### config.mk
export PLATFORM = sky130hd
export DESIGN_NAME = dram_mp_bist_flat
export DESIGN_NICKNAME = d
export VERILOG_FILES = /design/src/rtl/dram_mp_bist_if.sv /design/src/rtl/dram_mp_bist.sv /design/src/flat_wrapper.sv
export SDC_FILE = /design/constraint.sdc
export NUM_CORES = 1
export LEC_CHECK = 0
export ABC_AREA = 1
export CAP_MARGIN = 15
export CORE_ASPECT_RATIO = 0.8
export CORE_MARGIN = 2
export CORE_UTILIZATION = 50
export DETAILED_ROUTE_END_ITERATION = 8
export PLACE_DENSITY = 0.68
export SETUP_SLACK_MARGIN = 0.05
export SYNTH_ARGS = -nofsm -noshare
export SYNTH_HDL_FRONTEND = slang
export SYNTH_SLANG_ARGS = --single-unit
### constraint.sdc
create_clock -name clk -period 5.43 [get_ports clk]
set_input_delay 1.086 -clock clk [delete_from_list [all_inputs] [get_ports clk]]
set_output_delay 1.086 -clock clk [all_outputs]
set_load 0.02 [all_outputs]
### src/rtl/dram_mp_bist_if.sv
// Bus bundle for dram_mp_bist: shared write port, per-channel read ports and BIST status.
// The testbench or host drives the master side; the RAM block is the slave.
interface dram_mp_bist_if #(
  parameter int ADDR_W = 5,
  parameter int DATA_W = 2,
  parameter int NUM_CH = 8
);
  logic                       we;
  logic [ADDR_W-1:0]          waddr;
  logic [NUM_CH*DATA_W-1:0]   wdata;
  logic [NUM_CH*ADDR_W-1:0]   raddr;
  logic [NUM_CH*DATA_W-1:0]   rdata;
  logic                       bist_start;
  logic                       bist_busy;
  logic                       bist_done;
  logic                       bist_pass;
  logic [15:0]                err_count;

  modport master (
    output we, waddr, wdata, raddr, bist_start,
    input  rdata, bist_busy, bist_done, bist_pass, err_count
  );

  modport slave (
    input  we, waddr, wdata, raddr, bist_start,
    output rdata, bist_busy, bist_done, bist_pass, err_count
  );
endinterface

### src/rtl/dram_mp_bist.sv
// Multi-channel distributed RAM (shared write port, per-channel registered reads) with an
// optional march BIST engine, built only when DRAM_MP_BIST_EN is defined.
module dram_mp_bist #(
  parameter int ADDR_W = 5,
  parameter int DATA_W = 2,
  parameter int NUM_CH = 8
) (
  input logic            clk,
  input logic            rst,
  dram_mp_bist_if.slave  bif
);
  localparam int DEPTH = 2 ** ADDR_W;

  logic [DATA_W-1:0]        mem_q [NUM_CH][DEPTH];
  logic                     mem_we;
  logic [ADDR_W-1:0]        mem_waddr;
  logic [NUM_CH*DATA_W-1:0] mem_wdata;
  logic [NUM_CH*ADDR_W-1:0] mem_raddr;
  logic [NUM_CH*DATA_W-1:0] rdata_d, rdata_q;

  always_ff @(posedge clk) begin
    if (mem_we) begin
      for (int unsigned c = 0; c < NUM_CH; c++) begin
        mem_q[c][mem_waddr] <= mem_wdata[c*DATA_W +: DATA_W];
      end
    end
  end

  always_comb begin
    rdata_d = '0;
    for (int unsigned c = 0; c < NUM_CH; c++) begin
      rdata_d[c*DATA_W +: DATA_W] = mem_q[c][mem_raddr[c*ADDR_W +: ADDR_W]];
    end
  end

  always_ff @(posedge clk) begin
    if (rst) rdata_q <= '0;
    else     rdata_q <= rdata_d;
  end

  assign bif.rdata = rdata_q;

`ifdef DRAM_MP_BIST_EN
  typedef enum logic [2:0] {IDLE, FILL0, CHECK0, FILL1, CHECK1, DONE} state_e;

  localparam logic [ADDR_W:0] LAST_A = (ADDR_W+1)'(DEPTH - 1);
  localparam logic [ADDR_W:0] DRAIN  = (ADDR_W+1)'(DEPTH);

  function automatic logic [DATA_W-1:0] pat(input logic [ADDR_W-1:0] a, input int unsigned c);
    int unsigned s;
    s = 32'(a) + c;
    return s[DATA_W-1:0];
  endfunction

  state_e            state_q, state_d;
  logic [ADDR_W:0]   cnt_q, cnt_d;
  logic [15:0]       err_q, err_d;
  logic              done_q, done_d, pass_q, pass_d;
  logic              cmp_vld_q, cmp_vld_d, cmp_inv_q, cmp_inv_d;
  logic [ADDR_W-1:0] cmp_a_q, cmp_a_d;
  logic              busy, fill, inv;
  logic [DATA_W-1:0] exp_c;
  logic [15:0]       n_mis;
  logic [16:0]       err_sum;

  always_comb begin
    busy = (state_q == FILL0) || (state_q == CHECK0) || (state_q == FILL1) || (state_q == CHECK1);
    fill = (state_q == FILL0) || (state_q == FILL1);
    inv  = (state_q == FILL1) || (state_q == CHECK1);
  end

  // While busy the engine owns both memory ports; channel c reads (cnt + c) mod DEPTH.
  always_comb begin
    mem_we    = bif.we;
    mem_waddr = bif.waddr;
    mem_wdata = bif.wdata;
    mem_raddr = bif.raddr;
    if (busy) begin
      mem_we    = fill;
      mem_waddr = cnt_q[ADDR_W-1:0];
      for (int unsigned c = 0; c < NUM_CH; c++) begin
        mem_wdata[c*DATA_W +: DATA_W] = pat(cnt_q[ADDR_W-1:0], c) ^ {DATA_W{inv}};
        mem_raddr[c*ADDR_W +: ADDR_W] = ADDR_W'(32'(cnt_q) + c);
      end
    end
  end

  // Compare stage lags the read issue by one cycle, matching the registered read path.
  always_comb begin
    n_mis = '0;
    exp_c = '0;
    for (int unsigned c = 0; c < NUM_CH; c++) begin
      exp_c = pat(ADDR_W'(32'(cmp_a_q) + c), c) ^ {DATA_W{cmp_inv_q}};
      if (rdata_q[c*DATA_W +: DATA_W] != exp_c) n_mis = n_mis + 16'd1;
    end
    err_sum = {1'b0, err_q} + {1'b0, n_mis};
  end

  always_comb begin
    state_d   = state_q;
    cnt_d     = cnt_q;
    done_d    = done_q;
    pass_d    = pass_q;
    err_d     = err_q;
    if (cmp_vld_q) err_d = err_sum[16] ? '1 : err_sum[15:0];
    cmp_vld_d = ((state_q == CHECK0) || (state_q == CHECK1)) && (cnt_q != DRAIN);
    cmp_a_d   = cnt_q[ADDR_W-1:0];
    cmp_inv_d = (state_q == CHECK1);
    case (state_q)
      IDLE, DONE: begin
        if (bif.bist_start) begin
          state_d = FILL0;
          cnt_d   = '0;
          err_d   = '0;
          done_d  = 1'b0;
          pass_d  = 1'b0;
        end
      end
      FILL0, FILL1: begin
        cnt_d = cnt_q + 1'b1;
        if (cnt_q == LAST_A) begin
          cnt_d   = '0;
          state_d = (state_q == FILL0) ? CHECK0 : CHECK1;
        end
      end
      CHECK0, CHECK1: begin
        cnt_d = cnt_q + 1'b1;
        if (cnt_q == DRAIN) begin
          cnt_d = '0;
          if (state_q == CHECK0) begin
            state_d = FILL1;
          end else begin
            state_d = DONE;
            done_d  = 1'b1;
            pass_d  = (err_d == '0);
          end
        end
      end
      default: state_d = IDLE;
    endcase
  end

  always_ff @(posedge clk) begin
    if (rst) begin
      state_q   <= IDLE;
      cnt_q     <= '0;
      err_q     <= '0;
      done_q    <= 1'b0;
      pass_q    <= 1'b0;
      cmp_vld_q <= 1'b0;
      cmp_inv_q <= 1'b0;
      cmp_a_q   <= '0;
    end else begin
      state_q   <= state_d;
      cnt_q     <= cnt_d;
      err_q     <= err_d;
      done_q    <= done_d;
      pass_q    <= pass_d;
      cmp_vld_q <= cmp_vld_d;
      cmp_inv_q <= cmp_inv_d;
      cmp_a_q   <= cmp_a_d;
    end
  end

  assign bif.bist_busy = busy;
  assign bif.bist_done = done_q;
  assign bif.bist_pass = pass_q;
  assign bif.err_count = err_q;
`else
  logic unused_start;

  always_comb begin
    mem_we    = bif.we;
    mem_waddr = bif.waddr;
    mem_wdata = bif.wdata;
    mem_raddr = bif.raddr;
  end

  assign unused_start  = bif.bist_start;
  assign bif.bist_busy = 1'b0;
  assign bif.bist_done = 1'b0;
  assign bif.bist_pass = 1'b0;
  assign bif.err_count = '0;
`endif
endmodule

### src/flat_wrapper.sv
// flat-port wrapper written by rule: the top's interface ports become plain ports
module dram_mp_bist_flat 
#(
  parameter int ADDR_W = 5,
  parameter int DATA_W = 2,
  parameter int NUM_CH = 8
)
  (clk, rst, bif_we, bif_waddr, bif_wdata, bif_raddr, bif_bist_start, bif_rdata, bif_bist_busy, bif_bist_done, bif_bist_pass, bif_err_count);
  dram_mp_bist_if #(.ADDR_W(ADDR_W), .DATA_W(DATA_W), .NUM_CH(NUM_CH)) bif_i ();
  input logic clk;
  input logic rst;
  input wire logic [$bits(bif_i.we)-1:0] bif_we;
  input wire logic [$bits(bif_i.waddr)-1:0] bif_waddr;
  input wire logic [$bits(bif_i.wdata)-1:0] bif_wdata;
  input wire logic [$bits(bif_i.raddr)-1:0] bif_raddr;
  input wire logic [$bits(bif_i.bist_start)-1:0] bif_bist_start;
  output wire logic [$bits(bif_i.rdata)-1:0] bif_rdata;
  output wire logic [$bits(bif_i.bist_busy)-1:0] bif_bist_busy;
  output wire logic [$bits(bif_i.bist_done)-1:0] bif_bist_done;
  output wire logic [$bits(bif_i.bist_pass)-1:0] bif_bist_pass;
  output wire logic [$bits(bif_i.err_count)-1:0] bif_err_count;
  assign bif_i.we = bif_we;
  assign bif_i.waddr = bif_waddr;
  assign bif_i.wdata = bif_wdata;
  assign bif_i.raddr = bif_raddr;
  assign bif_i.bist_start = bif_bist_start;
  assign bif_rdata = bif_i.rdata;
  assign bif_bist_busy = bif_i.bist_busy;
  assign bif_bist_done = bif_i.bist_done;
  assign bif_bist_pass = bif_i.bist_pass;
  assign bif_err_count = bif_i.err_count;
  dram_mp_bist #(.ADDR_W(ADDR_W), .DATA_W(DATA_W), .NUM_CH(NUM_CH)) u_core (.clk(clk), .rst(rst), .bif(bif_i));
endmodule
* After elaboration in Yosys (flattened, before gate mapping)
Memories as Yosys holds them, arrays and structs flattened. Index checks and enable logic that the tools add are counted.
Operators by class: order comparisons 10, multiplexer cells 28, bitwise logic cells 9, reductions and logical operators 1
Operator list (count):
- $bmux W2 S5 | 8
- $mux W64 | 1
- $ge A6 B6 Y1 const B | 9
- $not A5 Y6 | 9
- $mux W2 | 17
- $demux W2 S5 | 1
- $lt A6 B1 Y1 const B | 1
- $logic_and A1 B1 Y1 | 1
- $mux W1 | 1
Word-level totals: bits in registers 16, RAM bits 512, input port bits 65, output and inout bits 35, logic and storage cells 50, memories 1
Memory list:
- u_core.mem_q | words 8, width 64, read ports 8, clocked after Yosys merged registers in 0, write ports 8, line dram_mp_bist.sv:14 | logic [DATA_W-1:0] mem_q [NUM_CH][DEPTH];

* Logic depth before layout (Yosys ltp)
depth in word-level cells 6, gate-level depth with buffers 11, depth with buffers taken out 9

* Least setup slack after synthesis
Ideal clock, no wire load.
path kind input -> register, from input port bif_waddr[0], to memory u_core.mem_q[0][126] (netlist name), enable pin, data arrival time 2.080 ns, path slack 2.962 ns, stages 3, path through inv_1 -> nand3_1 -> nor2_1
RTL lines:
- from (decl) | line flat_wrapper.sv:13 | input wire logic [$bits(bif_i.waddr)-1:0] bif_waddr;
- to (decl) | line dram_mp_bist.sv:14

==> key figures <==
Floorplan
  – Die area: around 45,000 um^2
  – Core area: 42,200 um^2
  – Die Height: 189 um
  – Die Wd: 236 um
  – Starting Density: 0.509
  – # rows: 67
  – Io pins: 100

Critical path
  – WP data arrival: about 3.2 ns
  – Crit path launch type: primary input
  – Max FO, Critical Path: 10
  – Data required time of the critical path: 5.68 ns
  – FF-to-FF End: u_core.bif.rdata[0]$_SDFF_PP0_
  – R2r startpoint: u_core.mem_q[0][50]$_DFFE_PP_
  – Setup slack, reg-to-reg: 4.19 ns
  – WS Path Type: in -> reg
  – Crit path capture type: register
  – Reg2Reg Depth: 8

GRT
  – Tot GR Track Use: 0.230
  – Initial antenna violation count: 0
  – Number of global-route vias before repair: 13,215
  – Gr ovfl total: 0
  – Largest net degree at the start of global routing: 34
  – First-pass GRT wire length: 77,800 um

Hold path
  – Hold Startpoint: u_core.mem_q[1][49]$_DFFE_PP_
  – Hold path endpoint: u_core.bif.rdata[9]$_SDFF_PP0_
  – Hold Path Depth: 6
  – Hold Crit Class: reg -> reg

Timing
  – Fin crit period: 2.93 ns
  – Final Max Slew Viols: 0
  – Slew margin rel.: 0.258
  – RSZ-0062 raised after global routing: false
  – Final worst-path cycle share: 0.539
  – Final setup fails: 0
  – Final setup skew: 0.0142 ns
  – Setup_tns: 0 ns
  – Fmax achieved: approximately 340 MHz
  – Final Hold Fails: 0
  – Worst Tran Pin Value: 1.11 ns

Placed design
  – Port bufs: between 70 and 80
  – DP Wirelength: about 29,000 um
  – Dpl cells: 2,421
  – RePlAce Congestion: 0.827
  – Placed cell area: 22,700 um^2

CTS
  – CTS tree: done
  – H-tree depth: 2
  – CTS clk-pin slew, worst paths: 0.06 ns
  – Post-cts hold buffer count: 0
  – Worst-case clock buffer depth: 3
  – Clk root buf: clkbuf_16
  – Clock latency on the worst-skew pair: just under 0.6 ns
  – CTS resizes: 0
  – CTS sink cnt: between 500 and 600
  – Post-CTS setup buffers: 0
  – Num CTS Buffers: 50

Routing
  – Detailed Route WL: ~50,000 um
  – Routed Antenna Nets: 0
  – Initial drt markers: 1,445
  – Routed WL per cell: 20.5 um
  – Routed via count: 13,786
  – Drt pass-1 iters: 6
  – Drt via density: 5.49
  – DRC viols: 0

Synthesis
  – Mapped Cells: 1,832
  – Mapped cell area: 21,500 um^2
  – Seq/Total Area, Yosys: 0.731
  – Synth Register Bits: approximately 530
  – Syn_area_per_cell: ~12 um^2
  – Netlist cell types: 17
  – Yosys warnings: 0

Finish
  – # diodes: 0
  – P&R area growth vs syn: 13.2%
  – Nets: about 2,000
  – Final cell count without fillers: 2,512
  – # fillers: 3,390
  – Share of post-route cells with drive strength above 1: 0.0801
  – Post-route cell area: 24,300 um^2

Power
  – Peak supply drop: approximately 240 uV
  – Pwr dens: around 350 nW/um^2
  – Leakage: 8.85 nW

Run status
  – Outcome: completed

Run
  – Max_cap viols: 0
-- metrics by stage --
step / utilization / hold slack [ns] / setup WS (ns) / total power [mW]
after CTS: 0.576 / 0.749 / 2.51 / 8.58
after floorplan: - / 0.673 / 2.96 / 4.96
after global placement: 0.537 / 0.733 / 1.96 / 5.15
final: 0.577 / 0.750 / 2.50 / 8.54
after detailed placement: 0.537 / 0.734 / 1.92 / 5.16
after global routing: 0.577 / 0.851 / 2.43 / 8.81
-- Yosys cell counts, drive strengths merged --
master,n,area [um^2]
buf,97,742
a21oi,3,15.0
o21ai,39,195
inv,39,156
conb,1,3.75
clkbuf,2,7.51
nand3,360,1800
clkinv,7,26.3
nand2,627,2350
edfxtp,512,15400
nor2,129,484
dfxtp,16,320
-- worst max-delay path by stage --
| stage | from | end | slack (ns) | cells after the start |
|---|---|---|---|---|
| 2_1_floorplan | bif_waddr[0] | u_core.mem_q[0][126]$_DFFE_PP_ | 2.96 | 3 |
| 3_3_place_gp | bif_we | u_core.mem_q[1][121]$_DFFE_PP_ | 1.96 | 4 |
| 3_5_place_dp | bif_we | u_core.mem_q[1][121]$_DFFE_PP_ | 1.92 | 4 |
| 4_1_cts | bif_we | u_core.mem_q[1][56]$_DFFE_PP_ | 2.51 | 4 |
| 5_1_grt | bif_we | u_core.mem_q[1][56]$_DFFE_PP_ | 2.43 | 4 |
| 6_report | bif_we | u_core.mem_q[0][206]$_DFFE_PP_ | 2.50 | 4 |
-- layout by cell type (no fill, tap or decap), drive strengths merged --
cell type	synthesis	layout
inv	39	39
edfxtp	512	512
bufinv	0	3
a21oi	3	3
clkinvlp	0	2
nand2	627	627
nand3	360	360
clkinv	7	15
buf	97	39
o21ai	39	39
clkbuf	2	78
clkdlybuf4s50	0	79
conb	1	19
dfxtp	16	16
nor2	129	129
-- where the power goes --
| group | internal [mW] | leakage, nW | switching, mW |
|---|---|---|---|
| logic | 0.167 | 3.31 | 0.373 |
| registers | 4.53 | 4.75 | 0.0131 |
| clock network | 2.02 | 0.788 | 1.44 |
| total | 6.71 | 8.85 | 1.82 |
-- layout make-up --
| class | instances | area [um^2] | share of cell area |
|---|---|---|---|
| Multi-Input combinational cell | 1177 | 5010 | 0.206 |
| Timing Repair Buffer | 119 | 1110 | 0.0456 |
| Sequential cell | 528 | 15700 | 0.646 |
| Clock buffer | 77 | 1490 | 0.0611 |
| Inverter | 46 | 183 | 0.00751 |
| Clock inverter | 13 | 140 | 0.00576 |
| Tap cell | 552 | 691 | 0.0284 |
-- state kept, by name, summed over array words and instances, names as in the netlist --
register and count:
u_core.bif.rdata 16, u_core.mem_q 512
-- routing by layer --
metal,GRT usage,up-vias,share of wire
li1,-,6498,-
met2,0.378,577,0.48
met3,0.0446,82,0.081
met5,0,-,0
met4,0.0779,0,0.028
met1,0.311,6629,0.41
-- kinds of logic after synthesis --
group | share of synthesized area
flops | 0.731
buf+inv | 0.0434
compound gates | 0.00979
other cells | 0.000175
simple gates | 0.216
-- critical path, stage by stage --
cell	delay [ns]
clkdlybuf4s50_1	0.56
nand3_1	0.43
nor2_2	0.70
buf_4	0.38
Note: power is estimated with default switching activity, not from simulation.
